File: src/rtl/audio_in_note_detector.sv
// rtl/audio_in_note_detector.sv - left-channel pitch detector producing a one-hot piano note
//
// Pops samples from the Audio_Controller input FIFO, tracks rising zero
// crossings of the left channel with hysteresis, measures the period between
// crossings and maps it onto the 10-note switch code (bit0=C4 .. bit9=E5).
//
// Ports:
//   Clk                    system clock
//   resetn                 asynchronous active-low reset
//   enable                 gates new pops; sampled only while idle
//   audio_in_available     controller holds at least one input sample
//   left_channel_audio_in  signed left sample, valid while available
//   read_audio_in          one-cycle pop strobe
//   sample_valid           one-cycle pulse when a sample is processed
//   period                 last measured period in samples
//   note                   one-hot detected note, 0 = none
//   note_valid             one-cycle pulse when note changes value
module audio_in_note_detector #(
  parameter logic signed [31:0] THRESH  = 32'sd500_000,
  parameter int                 TIMEOUT = 400,
  parameter logic [9:0]         PMAX    = 10'd1023
) (
  input  logic        Clk,
  input  logic        resetn,
  input  logic        enable,
  input  logic        audio_in_available,
  input  logic [31:0] left_channel_audio_in,
  output logic        read_audio_in,
  output logic        sample_valid,
  output logic [9:0]  period,
  output logic [9:0]  note,
  output logic        note_valid
);

  localparam int             SW      = $clog2(TIMEOUT + 1);
  localparam logic [SW-1:0]  SIL_MAX = SW'(TIMEOUT);

  typedef enum logic [1:0] {ST_WAIT, ST_READ, ST_PROC} state_t;

  state_t             state, state_n;
  logic signed [31:0] sample_q;
  logic [9:0]         cnt, cnt_n, cnt_inc;
  logic [9:0]         period_n, note_n, prev_note, prev_note_n, cls;
  logic [SW-1:0]      silence, silence_n, sil_inc;
  logic               armed, armed_n;
  logic               pol_pos, pol_pos_n;
  logic               below, above, rising, timeout;

  // Period ranges at 48 kHz, inclusive on both ends.
  function automatic logic [9:0] classify(input logic [9:0] p);
    if      (p >= 10'd174 && p <= 10'd194) return 10'b00_0000_0001;
    else if (p >= 10'd155 && p <= 10'd173) return 10'b00_0000_0010;
    else if (p >= 10'd142 && p <= 10'd154) return 10'b00_0000_0100;
    else if (p >= 10'd130 && p <= 10'd141) return 10'b00_0000_1000;
    else if (p >= 10'd116 && p <= 10'd129) return 10'b00_0001_0000;
    else if (p >= 10'd104 && p <= 10'd115) return 10'b00_0010_0000;
    else if (p >= 10'd95  && p <= 10'd103) return 10'b00_0100_0000;
    else if (p >= 10'd87  && p <= 10'd94)  return 10'b00_1000_0000;
    else if (p >= 10'd78  && p <= 10'd86)  return 10'b01_0000_0000;
    else if (p >= 10'd69  && p <= 10'd77)  return 10'b10_0000_0000;
    else                                   return 10'b00_0000_0000;
  endfunction

  always_comb begin
    below   = sample_q < -THRESH;
    above   = sample_q > THRESH;
    rising  = above && !pol_pos;
    // cnt_inc doubles as the new period: the crossing sample closes the cycle.
    cnt_inc = (cnt == PMAX) ? PMAX : cnt + 10'd1;
    sil_inc = (silence == SIL_MAX) ? SIL_MAX : silence + SW'(1);
    timeout = (sil_inc == SIL_MAX);
    cls     = classify(cnt_inc);

    state_n       = state;
    cnt_n         = cnt;
    silence_n     = silence;
    armed_n       = armed;
    pol_pos_n     = pol_pos;
    period_n      = period;
    note_n        = note;
    prev_note_n   = prev_note;
    read_audio_in = 1'b0;
    sample_valid  = 1'b0;
    note_valid    = 1'b0;

    case (state)
      ST_WAIT: if (enable && audio_in_available) state_n = ST_READ;
      ST_READ: begin
        read_audio_in = 1'b1;
        state_n       = ST_PROC;
      end
      ST_PROC: begin
        sample_valid = 1'b1;
        state_n      = ST_WAIT;
        if (below)       pol_pos_n = 1'b0;
        else if (rising) pol_pos_n = 1'b1;

        if (rising) begin
          // A crossing always takes priority over a coincident timeout.
          cnt_n     = '0;
          silence_n = '0;
          if (!armed) begin
            armed_n = 1'b1;
          end else begin
            period_n    = cnt_inc;
            prev_note_n = cls;
            if (cls == prev_note) note_n = cls;
          end
        end else begin
          cnt_n     = cnt_inc;
          silence_n = sil_inc;
          if (timeout) begin
            note_n      = '0;
            armed_n     = 1'b0;
            prev_note_n = '0;
            pol_pos_n   = 1'b0;
          end
        end
        note_valid = (note_n != note);
      end
      default: state_n = ST_WAIT;
    endcase
  end

  always_ff @(posedge Clk or negedge resetn) begin
    if (!resetn) begin
      state     <= ST_WAIT;
      sample_q  <= '0;
      cnt       <= '0;
      silence   <= '0;
      armed     <= 1'b0;
      pol_pos   <= 1'b0;
      period    <= '0;
      note      <= '0;
      prev_note <= '0;
    end else begin
      state     <= state_n;
      if (state == ST_READ) sample_q <= left_channel_audio_in;
      cnt       <= cnt_n;
      silence   <= silence_n;
      armed     <= armed_n;
      pol_pos   <= pol_pos_n;
      period    <= period_n;
      note      <= note_n;
      prev_note <= prev_note_n;
    end
  end

endmodule

File: config.mk
export PLATFORM = sky130hd
export DESIGN_NAME = audio_in_note_detector
export DESIGN_NICKNAME = d
export VERILOG_FILES = /design/src/rtl/audio_in_note_detector.sv
export SDC_FILE = /design/constraint.sdc
export NUM_CORES = 1
export LEC_CHECK = 0
export CAP_MARGIN = 25
export CORE_AREA = 5 5 95 97
export DETAILED_ROUTE_END_ITERATION = 7
export DIE_AREA = 0 0 100 102
export GPL_TIMING_DRIVEN = 1
export PLACE_DENSITY_LB_ADDON = 0.3
export SETUP_SLACK_MARGIN = 0.05
export SYNTH_ARGS = -nofsm -noshare
export SYNTH_HDL_FRONTEND = slang
export SYNTH_SLANG_ARGS = --single-unit
File: constraint.sdc
create_clock -name Clk -period 9.45 [get_ports Clk]
set_clock_uncertainty 0.05 [all_clocks]
set_input_delay 0.945 -clock Clk [delete_from_list [all_inputs] [get_ports Clk]]
set_output_delay 0.945 -clock Clk [all_outputs]
set_load 0.005 [all_outputs]
==> metrics.csv, run 1 <==
metric,value,unit
run_status,finished clean,
net-switching-power,351.3,uW
arrival,4.98,ns
ys_warn_count,0,
cts.clk_slew.worst_paths,0.10,ns
seq_power_share,0.481,
clk_root_buffer_cell,sky130_fd_sc_hd__clkbuf_8,
floorplan.initialDensity,0.5845,
max_slew_margin,0.4290,
cts_tree,built,
fraction_of_power_spent_switching_nets,0.3439,
port_buffers,58,
worst_skew_pair.late_latency,0.36,ns
p_int,670.2,uW
pwr-share-clk,0.277,
synth_enable_flop_cells,0,
worstPathRequired,8.46,ns
synth_sequential_area_ratio,0.4520,
syn_avg_cell_area,9.683,um2
critical-path-top-delay-family,simple AND/OR/NAND/NOR gates,
postSynthCellCount,486,
power.combinational.fraction,0.242,
cap_viol_max_count,0,
die_area,10200,um2
detailroute.via_count,4079,
timing_hold_violations_final,0,
min_period,5.977,ns
timing.final.crit_share,0.6325,
static-leakage-power,0.002231,uW
fp.coreArea,8051,um2
diode_count,0,
floorplan.rows,33,
mean_number_of_vias_per_cell,6.324,
per_cell_routed_wire_length,18.13,um
crit_path_max_incr_delay,0.63,ns
area_delta_synth_final,18.05,%
crit_path_slowest_cell,sky130_fd_sc_hd__dfrtp_1,
drc_violations,0,
synth_nets,525,
die_x,100,um
number_of_cts_inserted_buffers,9,
final.setup.tns,0,ns
groute.layer.met2.usage,0.3874,
cts_hold_buffers,0,
overall_power_after_layout,1021,uW
synth.ff_latch_count,85,
cells_resized_by_post_cts_repair,0,
drtAntennaViolNets,0,
crit_chain,"ha_1, nand3_1, a2111o_1, a21oi_2, nand2_1, or4_1, xnor2_1, a2111o_1, nor4b_4, o21ai_0, o21ai_1, clkdlybuf4s50_1",
hpwl,8333,um
async_flop_share,1.000,
final_layout_size_suffix_gt1_frac,0.1333,
worstSetupPathType,flop to primary output,
cts.htree.levels,3,
ys_dominant_reg_cell,sky130_fd_sc_hd__dfrtp_1,
drtIter0Drc,228,
cts_setup_buffers,0,
total_grt_overflow,0,
antenna_found_initial,0,
maxClockFrequency,167.3,MHz
grt_use_met3,0.04778,
crit_path_end_kind,primary output,
synth.top_cells.by_area,"sky130_fd_sc_hd__dfrtp_1, sky130_fd_sc_hd__mux2_2, sky130_fd_sc_hd__nand2_1",
clock_path_buffers,2,
setup_viol_count_final,0,
vdd_drop_max,0.1233,mV
grt_first_pass_wirelength,19360,um
track_usage,0.2376,
largest_net_degree_at_the_start_of_global_routing,86,
die_height,102,um
globalRoute.busiestLayer,met2,
power.density,183.9,nW/um2
path_type_of_the_worst_min_delay_path,flop to flop,
worst_slew_pin_slew,0.8542,ns
most-common-layout-cells,"sky130_fd_sc_hd__dfrtp_1, sky130_fd_sc_hd__nand2_1, sky130_fd_sc_hd__clkdlybuf4s50_1, sky130_fd_sc_hd__o21ai_0, sky130_fd_sc_hd__mux2_2",
post-synth-top-area-cell,sky130_fd_sc_hd__dfrtp_1,
crit_fanout,15,
wl,11690,um
netlist-cell-type-count,71,
design.final.nets,574,
crit_buf_inv,1,
layout.cells.most_common,sky130_fd_sc_hd__dfrtp_1,
worstSetupStartpointType,flop,
cts.sink_count,85,
io_pins,59,
yosysTopAreaCellShare,0.4520,
routabilityCongestion,1.007,
critical_path.most_common_cell,sky130_fd_sc_hd__a2111o_1,
grt.met1_usage,0.3216,
firstDrtPassIters,5,
vias_in_the_first_global_route,3936,
final_max_tran_viols,0,
synthesis.area,4706,um2
grt_setup_unrepaired,false,
## layout make-up
cell class                 instances  area (um2)
fill                             615        2496
inverter                          12       45.04
clock inverter                     6       78.83
tap                              105       131.4
sequential                        85        2127
timing repair buffer              62       620.6
clock buffer                      10       137.6
multi-input combinational        365        2415
## Yosys cell counts, drive strengths merged, types with 7 or more instances
cell type and n:
a21oi 16, a31oi 7, and3 8, buf 8, clkbuf 16, dfrtp 85, inv 12, mux2 32
nand2 62, nand3 17, nand4 12, nor2 21, nor3 17, nor4 8, o21ai 50, o2bb2ai 10
xnor2 8
## cell families after synthesis
group	after synthesis	synth area share
xor+xnor	10	0.01861
buf+inv	36	0.03536
mux	35	0.08296
fa+ha+maj	3	0.007977
compound gates	127	0.1805
flops	85	0.4520
simple gates	190	0.2226
## layer usage
metal  wire length [um]  vias up
met5                  0        -
met4                199        0
met3                625       17
met2               5817      141
met1               5050     2007
li1                   -     1914
## per-stage QoR
| stage | cells | setup slack, ns | instance area, um2 | hold WS [ns] | utilization |
|---|---|---|---|---|---|
| floorplan | 486 | 5.158 | 4706 | 0.3776 | - |
| global placement | 628 | 4.102 | 5319 | 0.4010 | 0.6606 |
| detailed placement | 628 | 3.934 | 5319 | 0.4140 | 0.6606 |
| CTS | 644 | 3.518 | 5535 | 0.4359 | 0.6875 |
| global route | 645 | 3.153 | 5555 | 0.4684 | 0.6900 |
| finish | 645 | 3.473 | 5555 | 0.4307 | 0.6900 |
## path summary, 6_finish.rpt
| check | from | endpoint | slack [ns] | cells past startpoint |
|---|---|---|---|---|
| worst max-delay path | cnt[0] | note_valid | 3.47 | 12 |
| max in group asynchronous | resetn | cnt[0] | 8.23 | 2 |
| worst min-delay path | period[4] | period[4] | 0.43 | 2 |
| worst min register to register | period[4] | period[4] | 0.43 | 2 |
| min in group asynchronous | resetn | sample_q[1] | 0.50 | 1 |
| worst max register to register | cnt[0] | note[9] | 5.07 | 11 |
## state kept, by name, summed over array words and instances, names as in the netlist
register and flops:
sample_q 32, cnt 10, note 10, period 10, prev_note 10, silence 9
state 2, armed 1, pol_pos 1
## worst min-delay path, cell delays in order (launching register included)
cell and delay [ns]:
sky130_fd_sc_hd__dfrtp_1 0.36, sky130_fd_sc_hd__nand2_1 0.05, sky130_fd_sc_hd__nand2_1 0.05
## power by group through the flow
| stage | clock network, uW | logic (uW) | registers (uW) |
|---|---|---|---|
| 5_1_grt | 303 | 275 | 501 |
| 4_1_cts | 287 | 246 | 490 |
| 2_1_floorplan | 0 | 194 | 462 |
| 3_3_place_gp | 0 | 240 | 490 |
| 6_report | 283 | 247 | 492 |
| 3_5_place_dp | 0 | 245 | 497 |
Note: power is estimated with default switching activity, not from simulation.
==> run 2, diff against run 1 <==
--- a/config.mk
+++ b/config.mk
@@ -6,9 +6,9 @@
 export NUM_CORES = 1
 export LEC_CHECK = 0
 export CAP_MARGIN = 25
-export CORE_AREA = 5 5 95 97
+export CORE_AREA = 5 5 98 100
 export DETAILED_ROUTE_END_ITERATION = 7
-export DIE_AREA = 0 0 100 102
+export DIE_AREA = 0 0 103 105
 export GPL_TIMING_DRIVEN = 1
 export PLACE_DENSITY_LB_ADDON = 0.3
 export SETUP_SLACK_MARGIN = 0.05
==> constraint.sdc (replaced) <==
create_clock -name Clk -period 5.6 [get_ports Clk]
set_clock_uncertainty 0.05 [all_clocks]
set_input_delay 0.56 -clock Clk [delete_from_list [all_inputs] [get_ports Clk]]
set_output_delay 0.56 -clock Clk [all_outputs]
set_load 0.005 [all_outputs]
==> run 2 against run 1 <==
  * Critical path depth unchanged
  * Critical endpoint unchanged
  * Total power up 65%
  * Setup slack worse by 3.0 ns
  * Final cell count up 0.47%
  * Critical path type unchanged
  * Highest routed layer unchanged
==> metrics.csv, run 2 (synthesized netlist as in run 1, its figures left out) <==
metric,value,unit,change
detailroute.via_count,4101,,+0.54%
final_layout_size_suffix_gt1_frac,0.1370,,+0.003704
io_pins,59,,unchanged
antenna_found_initial,0,,unchanged
mean_number_of_vias_per_cell,6.329,,about the same
layout.cells.most_common,sky130_fd_sc_hd__dfrtp_1,,
cts.htree.levels,3,,unchanged
worstSetupStartpointType,flop,,
die_height,105,um,+2.9%
most-common-layout-cells,"sky130_fd_sc_hd__dfrtp_1, sky130_fd_sc_hd__nand2_1, sky130_fd_sc_hd__clkdlybuf4s50_1, sky130_fd_sc_hd__o21ai_0, sky130_fd_sc_hd__mux2_2",,
fin_ws,0.4327,ns,-3.040 ns
final_max_tran_viols,0,,unchanged
arrival,4.56,ns,-0.42 ns
area_delta_synth_final,17.95,%,about the same
overall_power_after_layout,1688,uW,+65%
fp.coreArea,8593,um2,+6.7%
diode_count,0,,unchanged
worst_slew_pin_slew,0.8867,ns,+0.03258 ns
maxClockFrequency,193.5,MHz,
floorplan.initialDensity,0.5476,,-0.03685
post_dp_cell_area,5323,um2,about the same
vdd_drop_max,0.2179,mV,+77%
worstPathRequired,4.99,ns,-3.47 ns
port_buffers,58,,unchanged
postLayoutCellArea,5550,um2,about the same
r2r-start,cnt[1],,
clock_path_buffers,2,,unchanged
firstDrtPassIters,7,,+2
worst_skew_pair.late_latency,0.36,ns,about the same
rr_worst_depth,11,,unchanged
total_grt_overflow,0,,unchanged
per_cell_routed_wire_length,18.29,um,+0.92%
path_type_of_the_worst_min_delay_path,primary input to async pin,,
min_period,5.167,ns,
cts_setup_buffers,0,,unchanged
setup_viol_count_final,0,,unchanged
final.setup.tns,0,ns,unchanged
preCtsSetupSlack,0.5229,ns,-3.411 ns
drtIter0Drc,304,,+33%
max_slew_margin,0.4072,,-0.02178
largest_register,sample_q,,
drtAntennaViolNets,0,,unchanged
die_area,10820,um2,+6.0%
cts_hold_buffers,0,,unchanged
timing.final.crit_share,0.9227,,
crit_fanout,15,,unchanged
wl,11850,um,+1.4%
largest_register_ffs,32,,unchanged
largest_net_degree_at_the_start_of_global_routing,86,,unchanged
worstSetupPathType,flop to primary output,,
number_of_cts_inserted_buffers,9,,unchanged
crit_path_end_kind,primary output,,
hpwl,8712,um,+4.6%
cap_viol_max_count,0,,unchanged
cts_tree,built,,
timing_hold_violations_final,0,,unchanged
power.density,304.1,nW/um2,+65%
track_usage,0.2280,,-0.009641
final_core_utilization,0.6459,,-0.04408
setup.worst_path.start,cnt[1],,
die_x,103,um,+3.0%
design.final.nets,574,,unchanged
grt_setup_unrepaired,false,,
cts.sink_count,85,,unchanged
routabilityCongestion,0.9652,,-4.2%
floorplan.rows,34,,+3.0%
vias_in_the_first_global_route,3963,,+0.69%
clk_root_buffer_cell,sky130_fd_sc_hd__clkbuf_8,,
grt_first_pass_wirelength,19760,um,+2.1%
run_status,finished clean,,
drc_violations,0,,unchanged
cts.clk_slew.worst_paths,0.10,ns,about the same
static-leakage-power,0.002220,uW,-0.49%
run 2: cell types whose count changed in the layout (fill, tap and decap cells not counted):
| cell | change |
|---|---|
| sky130_fd_sc_hd__bufinv_16 | -1 |
| sky130_fd_sc_hd__clkinv_4 | -2 |
| sky130_fd_sc_hd__inv_6 | +3 |
| sky130_fd_sc_hd__buf_12 | -1 |
| sky130_fd_sc_hd__clkbuf_8 | -1 |
| sky130_fd_sc_hd__dfrtp_2 | +1 |
| sky130_fd_sc_hd__dfrtp_1 | -1 |
| sky130_fd_sc_hd__clkinv_2 | +1 |
| sky130_fd_sc_hd__ha_1 | -1 |
| sky130_fd_sc_hd__ha_4 | +1 |
| sky130_fd_sc_hd__buf_16 | +1 |
run 2: critical path: stages, from the launching register on:
cell                              delay (ns)
sky130_fd_sc_hd__dfrtp_1                0.57
sky130_fd_sc_hd__ha_4                   0.29
sky130_fd_sc_hd__nand3_1                0.16
sky130_fd_sc_hd__a2111o_1               0.45
sky130_fd_sc_hd__a21oi_2                0.23
sky130_fd_sc_hd__nand2_1                0.11
sky130_fd_sc_hd__or4_1                  0.60
sky130_fd_sc_hd__xnor2_1                0.19
sky130_fd_sc_hd__a2111o_1               0.34
sky130_fd_sc_hd__nor4b_4                0.41
sky130_fd_sc_hd__o21ai_0                0.16
sky130_fd_sc_hd__o21ai_1                0.15
sky130_fd_sc_hd__clkdlybuf4s50_1        0.52
run 2: what timing repair did:
action	4_1_cts	5_1_grt
setup endpoints to repair	0	1
hold endpoints to repair	0	0
resized for setup	0	3
run 2: per-stage QoR:
step,hold WS (ns),instances
detailed placement,0.3997,631
CTS,0.3689,647
global route,0.09633,648
finish,0.06998,648
global placement,0.3908,631
floorplan,0.2144,486
run 2: layout make-up:
type | instances | area [um2]
Fill cell | 702 | 3043
Multi-Input combinational cell | 365 | 2427
Clock buffer | 9 | 123.9
Inverter | 12 | 45.04
Timing Repair Buffer | 62 | 628.1
Sequential cell | 85 | 2128
Clock inverter | 7 | 62.56
Tap cell | 108 | 135.1
run 2: where the power goes:
part	switching, uW	leakage [uW]	total (uW)	internal [uW]
Combinational	224	0.00102	431	207
Clock	252	0.0000988	426	173
Sequential	122	0.00110	831	709
Total	598	0.00222	1690	1090
run 2: final timing paths:
kind / slack, ns / to
setup / recovery: 0.43 / note_valid
max in group asynchronous: 4.81 / sample_q[30]
hold reg to reg: 0.41 / state[0]
setup reg to reg: 1.64 / note[4]
hold / removal: 0.07 / sample_q[11]
min in group Clk: 0.41 / state[0]
run 2: per-layer routing:
layer	vias up	track usage	routed length, um
met1	2001	0.3119	5038
met5	-	0	0
li1	1907	-	-
met2	162	0.3639	5803
met3	31	0.04330	746
met4	0	0.07308	265
